## config.mk

```make
export PLATFORM = sky130hd
export DESIGN_NAME = robs_microseq
export DESIGN_NICKNAME = d
export VERILOG_FILES = /design/src/rtl/robs_microseq.sv
export SDC_FILE = /design/constraint.sdc
export NUM_CORES = 1
export LEC_CHECK = 0
export BUFFER_PORTS_ARGS = -buffer_cell sky130_fd_sc_hd__buf_4
export CAP_MARGIN = 20
export CORE_UTILIZATION = 45
export CTS_BUF_LIST = sky130_fd_sc_hd__clkbuf_16
export CTS_CLUSTER_SIZE = 25
export DETAILED_ROUTE_END_ITERATION = 6
export HOLD_SLACK_MARGIN = 0.08
export MAX_ROUTING_LAYER = met4
export PLACE_DENSITY = 0.81
export SLEW_MARGIN = 20
export SYNTH_ARGS = -nofsm -noshare
export SYNTH_HDL_FRONTEND = slang
export SYNTH_SLANG_ARGS = --single-unit
```

## constraint.sdc

```tcl
create_clock -name clk -period 2.15 [get_ports clk]
set_clock_uncertainty 0.2 [all_clocks]
set_input_delay 0.1075 -clock clk [delete_from_list [all_inputs] [get_ports clk]]
set_output_delay 0.1075 -clock clk [all_outputs]
set_load 0.05 [all_outputs]
```

## src/rtl/robs_microseq.sv

```systemverilog
// Microprogram sequencer: each RUN cycle fetches one microinstruction at upc,
// drives its control word and picks the next upc (branch, call/return, counted loop).
//
// state | meaning
// IDLE  | waiting for start after reset, c=0
// RUN   | one microinstruction executed per cycle, c=ctl
// DONE  | halted or stack fault, c=0, start restarts

module robs_microseq #(
    parameter int UPC_W       = 5,
    parameter int CTRL_W      = 15,
    parameter int NUM_COND    = 3,
    parameter int CS_W        = 3,
    parameter int CNT_W       = 6,
    parameter int STACK_DEPTH = 2,
    parameter int START_ADDR  = 0
) (
    input  logic                              clk,
    input  logic                              reset,
    input  logic                              start,
    input  logic [NUM_COND-1:0]               cond,
    output logic [UPC_W-1:0]                  uaddr,
    input  logic [3+CS_W+1+UPC_W+CTRL_W-1:0]  uinstr,
    output logic [CTRL_W-1:0]                 c,
    output logic                              busy,
    output logic                              done,
    output logic                              err
);

    localparam int UI_W = 3 + CS_W + 1 + UPC_W + CTRL_W;
    localparam int SP_W = $clog2(STACK_DEPTH + 1);

    localparam logic [2:0] OP_BR    = 3'b000;
    localparam logic [2:0] OP_CALL  = 3'b001;
    localparam logic [2:0] OP_RET   = 3'b010;
    localparam logic [2:0] OP_LDCNT = 3'b011;
    localparam logic [2:0] OP_DJNZ  = 3'b100;
    localparam logic [2:0] OP_HALT  = 3'b101;

    typedef enum logic [1:0] {IDLE, RUN, DONE} state_t;

    state_t             state, state_nxt;
    logic [UPC_W-1:0]   upc, upc_nxt, upc_inc, pop_val;
    logic [CNT_W-1:0]   cnt, cnt_nxt, cnt_dec;
    logic [SP_W-1:0]    sp, sp_nxt;
    logic               err_q, err_nxt;
    logic               push;
    logic [UPC_W-1:0]   stack [STACK_DEPTH];

    logic [2:0]         op;
    logic [CS_W-1:0]    sel;
    logic               inv;
    logic [UPC_W-1:0]   nxt;
    logic [CTRL_W-1:0]  ctl;
    logic               t_raw, t;

    assign op  = uinstr[UI_W-1 -: 3];
    assign sel = uinstr[UI_W-4 -: CS_W];
    assign inv = uinstr[UPC_W+CTRL_W];
    assign nxt = uinstr[CTRL_W +: UPC_W];
    assign ctl = uinstr[CTRL_W-1:0];

    assign upc_inc = upc + UPC_W'(1);
    assign cnt_dec = cnt - CNT_W'(1);

    // sel=0 is constant false, sel beyond the condition inputs is constant true
    always_comb begin
        t_raw = (sel != '0);
        for (int i = 0; i < NUM_COND; i++) begin
            if (sel == CS_W'(i + 1)) t_raw = cond[i];
        end
        t = t_raw ^ inv;
    end

    always_comb begin
        pop_val = '0;
        for (int i = 0; i < STACK_DEPTH; i++) begin
            if (sp == SP_W'(i + 1)) pop_val = stack[i];
        end
    end

    always_comb begin
        state_nxt = state;
        upc_nxt   = upc;
        cnt_nxt   = cnt;
        sp_nxt    = sp;
        err_nxt   = err_q;
        push      = 1'b0;
        case (state)
            IDLE, DONE: begin
                if (start) begin
                    state_nxt = RUN;
                    upc_nxt   = UPC_W'(START_ADDR);
                    err_nxt   = 1'b0;
                    sp_nxt    = '0;
                end
            end
            RUN: begin
                case (op)
                    OP_BR:    upc_nxt = t ? nxt : upc_inc;
                    OP_CALL: begin
                        if (sp == SP_W'(STACK_DEPTH)) begin
                            err_nxt   = 1'b1;
                            state_nxt = DONE;
                        end else begin
                            push    = 1'b1;
                            sp_nxt  = sp + SP_W'(1);
                            upc_nxt = nxt;
                        end
                    end
                    OP_RET: begin
                        if (sp == '0) begin
                            err_nxt   = 1'b1;
                            state_nxt = DONE;
                        end else begin
                            sp_nxt  = sp - SP_W'(1);
                            upc_nxt = pop_val;
                        end
                    end
                    OP_LDCNT: begin
                        cnt_nxt = CNT_W'(nxt);
                        upc_nxt = upc_inc;
                    end
                    OP_DJNZ: begin
                        if (cnt != '0) begin
                            cnt_nxt = cnt_dec;
                            upc_nxt = (cnt_dec != '0) ? nxt : upc_inc;
                        end else begin
                            upc_nxt = upc_inc;
                        end
                    end
                    OP_HALT:  state_nxt = DONE;
                    default:  upc_nxt = upc_inc;
                endcase
            end
            default: state_nxt = IDLE;
        endcase
    end

    always_ff @(posedge clk or negedge reset) begin
        if (!reset) begin
            state <= IDLE;
            upc   <= '0;
            cnt   <= '0;
            sp    <= '0;
            err_q <= 1'b0;
            for (int i = 0; i < STACK_DEPTH; i++) stack[i] <= '0;
        end else begin
            state <= state_nxt;
            upc   <= upc_nxt;
            cnt   <= cnt_nxt;
            sp    <= sp_nxt;
            err_q <= err_nxt;
            if (push) begin
                for (int i = 0; i < STACK_DEPTH; i++) begin
                    if (sp == SP_W'(i)) stack[i] <= upc_inc;
                end
            end
        end
    end

    assign uaddr = upc;
    assign busy  = (state == RUN);
    assign done  = (state == DONE);
    assign err   = err_q;
    assign c     = busy ? ctl : '0;

endmodule

```

# ---- Word-level counts from Yosys, hierarchy flattened
# Index checks and enable logic that the tools add are counted.
dict set report classes {
  add_sub_neg 4
  eq_ne 21
  mux 34
  n_bitwise 1
  reduce_logical 16
}
# op count
set ops {}
lappend ops {{5-bit 2-to-1 mux} 8}
lappend ops {{5-bit one-hot mux with 5 select lines} 1}
lappend ops {{15-bit 2-to-1 mux} 1}
lappend ops {{5-bit AND reduction} 3}
lappend ops {{3-bit by 2-bit == test with 1-bit output, second input constant} 4}
lappend ops {{2-bit 2-to-1 mux} 6}
lappend ops {{3-bit != test, second input constant} 4}
lappend ops {{2-bit one-hot mux with 2 select lines} 3}
lappend ops {{6-bit one-hot mux with 2 select lines} 1}
lappend ops {{6-bit nonzero test} 2}
lappend ops {{5-bit one-hot mux with 2 select lines} 1}
lappend ops {{1-bit 2-to-1 mux} 9}
lappend ops {{3-bit by 1-bit == test with 1-bit output, second input constant} 2}
lappend ops {{3-bit == test, second input constant} 2}
lappend ops {{6-bit 2-to-1 mux} 1}
lappend ops {{2-bit != test, second input constant} 3}
lappend ops {{2-bit one-hot mux with 3 select lines} 1}
lappend ops {{6-bit by 1-bit subtractor with 6-bit output, second input constant} 1}
lappend ops {{5-bit by 1-bit adder with 5-bit output, second input constant} 1}
lappend ops {{2-bit by 1-bit == test with 1-bit output, second input constant} 2}
lappend ops {{2-bit == test, second input constant} 2}
lappend ops {{2-bit zero test} 2}
lappend ops {{4-bit by 1-bit != test with 1-bit output, second input constant} 1}
lappend ops {{1-bit one-hot mux with 2 select lines} 2}
lappend ops {{11 further kinds} 13}
dict set report word_totals {
  ff_bits 26
  in_bits 33
  out_inout_bits 23
  wordCells 83
}

# ---- Logic depth before layout (Yosys ltp)
# Gate-level depths: netlist of run 1.
dict set report depth {
  depth_word 8
  mapped_depth 9
  mapped_depth_nobuf 7
}

# ---- Worst setup path after synthesis of run 1
# Ideal clock, no wire load.
dict set report synth_path {
  path_type {register -> output}
  startpoint {register state[1]}
  endpoint {output c[10]}
  arrival_ns 2.006
  required_ns 1.842
  setup_slack_ns -0.164
  path_stages_with_launch 6
  path_buffers 2
  cell_sequence {dfrtp_1 > nand2b_1 > inv_1 > clkbuf_1 > clkbuf_1 > and2_1}
}
dict set report synth_via {
  elab_chain_len 2
}
# element line_no
set synth_lines {}
lappend synth_lines {{start, declared} 42} ;# state_t state, state_nxt;
lappend synth_lines {{start signal, assigned} 149} ;# state <= state_nxt;
lappend synth_lines {{2-bit by 1-bit == test with 1-bit output} 163} ;# assign busy = (state == RUN);
lappend synth_lines {{named net busy} 25} ;# output logic busy,
lappend synth_lines {{15-bit 2-to-1 mux} 166} ;# assign c = busy ? ctl : '0;
lappend synth_lines {{end, declared} 24} ;# output logic [CTRL_W-1:0] c,
# The timed path passes the listed nets, and every way through them passes these cells.

# ---- Final worst setup path of run 1
dict set report layout_path {
  startpoint {register sp[0]}
  endpoint {register upc[0], in the netlist uaddr[0]}
}
dict set report layout_via {
  elab_chain_len 6
  elab_cells_between_ends 11
  cone_classes {eq/ne (4); mux (5); reduce/logical (2)}
}
# element line_no
set layout_lines {}
lappend layout_lines {{start, declared} 45} ;# logic [SP_W-1:0] sp, sp_nxt;
lappend layout_lines {{start signal, assigned} 152} ;# sp <= sp_nxt;
lappend layout_lines {{2-bit by 1-bit == test with 1-bit output} 78} ;# if (sp == SP_W'(i + 1)) pop_val = stack[i];
lappend layout_lines {{5-bit 2-to-1 mux (2 in a row)} 78}
lappend layout_lines {{5-bit 2-to-1 mux} 112} ;# if (sp == '0) begin
lappend layout_lines {{5-bit one-hot mux with 5 select lines} 99} ;# case (op)
lappend layout_lines {{5-bit one-hot mux with 2 select lines} 89} ;# case (state)
lappend layout_lines {{end signal, assigned} 150} ;# upc <= upc_nxt;
lappend layout_lines {{end, declared} 43} ;# logic [UPC_W-1:0] upc, upc_nxt, upc_inc, pop_val;
# Parallel ways exist; a longest one is shown, timed or not. The select of a mux whose other input is x is not followed.
# A chain may end at the register's enable or synchronous reset.

==> reports/results.ini, run 1 <==
[status]
status = complete, no violations

[setup_path]
cp_max_fo = 11
cpPeakStageDelay_ps = 410
cp-start-kind = flip-flop
worstSetupPathType = flip-flop to flip-flop
worst-r2r-setup-slack_ps = 190
critPathBufInv = 2
end_kind = flip-flop
worstPathArrival_ps = 1880
critPathTopFamily = compound AO/OA/AOI/OAI gates
cp_cell_sequence = inv_1, ha_2, nor2_1, o211ai_1, buf_4, nor3_1, a31oi_1, o221ai_1
slowest_stage = dfrtp_1
worstPathRequired_ps = 2070

[route]
drtPass1Iterations = 4
wirelength_mm = 3.93
dr_total_vias = 1599
post_drt_via_cell_ratio = 5.29
wl_per_cell_um = 13.0
drc = 0
postRouteAntennaNets = 0
drtIter0Drc = 65

[sta]
fin_hold_ws_ps = 94.2
post-route-period-util_pct = 91.3
maxSlewViolCount = 0
worst_pin_slew_ps = 441
hold_violations = 0
max_freq_mhz = 510
rsz0062_at_grt = no
min_period_ps = 1960
setup_violations = 0
maxSlewHeadroom_pct = 70.6
tns_ps = 0

[floorplan]
num_rows = 21
coreArea_sq_um = 3470
die_h_um = 63.1
ioPinCount = 56
die_area_sq_um = 3990
start_util_pct = 48.5
die_w_um = 63.1

[clock_tree]
cts_tree = done
root_buffer = clkbuf_16
cts_buffers = 3
numClockSinks = 26
ctsHtreeMaxLevel = 1
clkLatencyLatePin_ps = 260
cts.clk_slew.worst_paths_ps = 60
clk_path_buf_depth = 2
post_cts_buffers = 0

[global_routing]
grt_pass1_wl_mm = 6.97
grt_pass1_vias = 1597
overflow = 0
antenna_found_initial = 0
grt_max_degree = 27
track_usage_pct = 22.3

[layout]
fin_util_pct = 66.1
finalNonFillerCells = 302
ff_latch_area_sq_um = 651
n_antenna_cell = 0
multi_input_area_sq_um = 956
fill_cells = 306
area_delta_synth_final_pct = 36.4
drive_gt1_share_pct = 27.0
final_nets = 297

[power]
p_leak_nw = 1.07
power_density_nw_per_um2 = 1360
totalPowerFinal_mw = 3.12
irDropWorstVdd_mv = 0.712

[run]
maxCapViolCount = 0

[synthesis]
synthTopCellsByArea = dfrtp_1 39%, and2_1 6.3%, ha_1 5.2%, nand2_1 5.1%, o21ai_0 3.9%
synth_fp_nets = 235
netlist_area_sq_um = 1680
yosysTopAreaCellShare_pct = 38.7
synth_warnings = 0
ys_seq_area_share_pct = 38.7
yosys.area.top_type = dfrtp_1
synth_cells = 195
synth-seq-cells = 26
synthDistinctLibCells = 40
syn_area_per_cell_sq_um = 8.62

[hold_path]
holdCritPathClass = input pin to async pin

[placed_design]
portBuffers = 55
gp_congestion = 0.895
hpwl_mm = 3.01
placedCellCount = 291

## what timing repair did
item | 4_1_cts | 5_1_grt
resized for setup | 0 | 1
endpoints found under the setup margin | 0 | 5
hold buffers | 7 | 0
hold endpoints to repair | 38 | 0
## through the flow
| step | setup slack [ps] | area (sq um) |
|---|---|---|
| after detailed placement | 172 | 2140 |
| after global placement | 225 | 2140 |
| after CTS | 114 | 2290 |
| after floorplan | 86.2 | 1680 |
| after global routing | 53.6 | 2290 |
| final | 188 | 2290 |
## cells in the mapped netlist, drive strengths merged
master   instances
nor2b            3
o21a             1
and3b            2
nand4            1
and2            17
nor4             1
a21o             1
xor2             2
nor3             7
a221oi           1
nand4bb          1
or3b             1
xnor2            4
buf              3
nor2            11
o211ai           1
o221a            1
nand2           23
inv             10
or3              1
a22oi            5
and3             1
a22o             1
o21ai           23
dfrtp           26
a21oi            7
mux2i            2
ha               7
nand2b           3
clkbuf           6
o221ai           5
a31oi            6
nor3b            3
mux2             2
nand3            6
## where the power goes
part / switching [mW] / internal [mW] / total [mW]
combinational: 1.18 / 0.647 / 1.83
sequential: 0.184 / 0.695 / 0.879
clock: 0.164 / 0.249 / 0.413
## logic make-up (layout without fill, tap and decap cells)
group | after synthesis | after routing | share of synthesized area [%]
AO/OA/AOI/OAI | 52 | 52 | 20.5
flip-flops | 26 | 26 | 38.7
buffers and inverters | 19 | 80 | 4.61
adder cells (fa/ha/maj) | 7 | 7 | 5.21
multiplexers | 4 | 4 | 2.75
XOR/XNOR | 6 | 6 | 3.12
AND/OR/NAND/NOR | 81 | 81 | 25.1
## registers in the layout, indices dropped and copies added (netlist names)
name and count:
sp 2, cnt 6, stack 10, state 2, err 1, uaddr 5
## metal layers
| metal | up-vias | share of wire (%) | routed length, um | global-route usage [%] |
|---|---|---|---|---|
| met3 | 2 | 3.7 | 147 | 3.99 |
| met2 | 44 | 51 | 2000 | 38.2 |
| met5 | - | 0 | 0 | - |
| met1 | 744 | 45 | 1770 | 27.4 |
| li1 | 809 | - | - | - |
| met4 | 0 | 0.33 | 13 | 4.65 |
## worst register-to-register path, stage by stage, from the launching register on
cell and delay (ps):
dfrtp_1 410, inv_1 90, ha_2 270, nor2_1 80
o211ai_1 160, buf_4 200, nor3_1 60, a31oi_1 190
o221ai_1 160
## cells in the final DEF (no fill, tap or decap), drive strengths merged, types with 10 or more instances in the layout
master	netlist	final
nand2	23	23
and2	17	17
inv	10	10
o21ai	23	23
dfrtp	26	26
buf	3	59
nor2	11	11
## worst paths after layout
| kind | cells past startpoint | from | to |
|---|---|---|---|
| min in group clk | 5 | uinstr[25] | err$_DFFE_PN0P_ |
| max in group asynchronous | 2 | reset | cnt[3]$_DFFE_PN0P_ |
| hold reg to reg | 2 | stack[5]$_DFFE_PN0P_ | stack[5]$_DFFE_PN0P_ |
| setup / recovery | 8 | sp[0]$_DFFE_PN0P_ | uaddr[0]$_DFFE_PN0P_ |
| setup reg to reg | 8 | sp[0]$_DFFE_PN0P_ | uaddr[0]$_DFFE_PN0P_ |
| hold / removal | 2 | reset | stack[0]$_DFFE_PN0P_ |
## cell type report
class | instances | share of cell area [%]
multi-input combinational | 150 | 41.7
sequential | 26 | 28.4
tap | 46 | 2.51
clock inverter | 1 | 0.164
inverter | 10 | 1.64
timing repair buffer | 66 | 22.4
clock buffer | 3 | 3.27
(Power assumes the default switching activity.)
==> run 2, diff against run 1 <==
PLACE_DENSITY = 0.78   (was 0.81)
clock period = 2.5 ns   (was 2.15 ns; I/O delays follow)
==> run 2 against run 1 <==
  * Combinational power decreased by 14%
  * Sequential power fell by 15%
  * Core utilization is 0.18 points lower
  * Power fell by 15%
==> reports/results.ini, run 2 (synthesis gave the netlist of run 1 again) <==
[power]
irDropWorstVdd_mv = 0.599
power_density_nw_per_um2 = 1160
p_leak_nw = 1.07
totalPowerFinal_mw = 2.66

[sta]
min_period_ps = 2020
tns_ps = 0
post-route-period-util_pct = 80.7
setup_violations = 0
worst_pin_slew_ps = 431
rsz0062_at_grt = no
maxSlewViolCount = 0
maxSlewHeadroom_pct = 71.3
max_freq_mhz = 496
hold_violations = 0

[clock_tree]
cts_tree = done
ctsResizeCount = 0
root_buffer = clkbuf_16
cts.clk_slew.worst_paths_ps = 60
clkLatencyLatePin_ps = 250
numClockSinks = 26
cts_buffers = 3
post_cts_buffers = 0
ctsHtreeMaxLevel = 1
clk_path_buf_depth = 2

[setup_path]
end_kind = flip-flop
critPathBufInv = 2
worstPathRequired_ps = 2420
slowest_stage = dfrtp_1
critPathTopFamily = compound AO/OA/AOI/OAI gates
cp-start-kind = flip-flop
worstSetupPathType = flip-flop to flip-flop
worst-r2r-setup-slack_ps = 480
cpPeakStageDelay_ps = 400
worstPathArrival_ps = 1940
cp_cell_sequence = inv_1, ha_1, nor2_1, o211ai_1, buf_4, nor3_1, a31oi_1, o221ai_1
cp_max_fo = 11

[floorplan]
die_area_sq_um = 3990
ioPinCount = 56
num_rows = 21
die_h_um = 63.1
coreArea_sq_um = 3470
die_w_um = 63.1
start_util_pct = 48.5

[route]
drtIter0Drc = 131
drc = 0
drtPass1Iterations = 4
post_drt_via_cell_ratio = 5.28
wirelength_mm = 3.99
dr_total_vias = 1588
postRouteAntennaNets = 0
wl_per_cell_um = 13.3

[global_routing]
antenna_found_initial = 0
overflow = 0
grt_max_degree = 27
grt_pass1_wl_mm = 6.84
track_usage_pct = 22.2
grt_pass1_vias = 1489

[layout]
final_cell_mix = 59 x buf_4, 26 x dfrtp_1, 23 x nand2_1
largest_register_ffs = 10
largest-register = stack
drive_gt1_share_pct = 26.7
fin_util_pct = 65.9
finalNonFillerCells = 301
area_delta_synth_final_pct = 36.0
n_antenna_cell = 0
layout_commonest_cell = buf_4
final_nets = 297
fin_area_sq_um = 2290

[placed_design]
gp_congestion = 0.878
post_dp_cell_area_sq_um = 2140
portBuffers = 55
placedCellCount = 291
hpwl_mm = 3.07

[hold_path]
holdCritPathClass = input pin to async pin

[run]
maxCapViolCount = 0

[status]
status = complete, no violations

==> run 2: cell count changes in the layout (fill, tap and decap cells not counted) <==
cell / previous run / this run
ha_2: 1 / 0
ha_1: 6 / 7
clkinv_1: 1 / 0
==> run 2: metal layers <==
| layer | part of all wire (%) | GRT usage [%] |
|---|---|---|
| met4 | 0.35 | 2.62 |
| met1 | 44 | 27.5 |
| met3 | 3.0 | 3.99 |
| met2 | 53 | 38.7 |
| met5 | 0 | - |
==> run 2: area by class of cell <==
class / count / area [sq um]
Inverter: 10 / 37.5
Clock buffer: 3 / 75.1
Fill cell: 308 / 1180
Sequential cell: 26 / 651
Tap cell: 46 / 57.6
Timing Repair Buffer: 66 / 513
Multi-Input combinational cell: 150 / 953
==> run 2: metrics by stage <==
step,hold WS [ps],setup slack [ps]
floorplan,-371,169
global placement,-146,557
detailed placement,-148,513
CTS,123,500
global route,141,262
finish,114,483
==> run 2: timing repair <==
action	4_1_cts	5_1_grt
hold buffers	7	0
endpoints found under the setup margin	0	0
endpoints found under the hold margin	38	0
==> run 2: path summary, 6_finish.rpt <==
check	startpoint	endpoint	cells past startpoint
max in group asynchronous	reset	uaddr[0]$_DFFE_PN0P_	2
worst min-delay path	reset	err$_DFFE_PN0P_	2
worst max register to register	sp[0]$_DFFE_PN0P_	uaddr[1]$_DFFE_PN0P_	8
worst min register to register	stack[8]$_DFFE_PN0P_	stack[8]$_DFFE_PN0P_	2
worst max-delay path	sp[0]$_DFFE_PN0P_	uaddr[1]$_DFFE_PN0P_	8
min in group clk	uinstr[25]	uaddr[4]$_DFFE_PN0P_	3
==> run 2: report_power, final <==
| part | switching, mW | leakage (nW) | internal (mW) | total, mW |
|---|---|---|---|---|
| Combinational | 1.02 | 0.698 | 0.554 | 1.57 |
| Clock | 0.131 | 0.0370 | 0.211 | 0.343 |
| Sequential | 0.152 | 0.340 | 0.598 | 0.750 |
| Total | 1.30 | 1.07 | 1.36 | 2.66 |
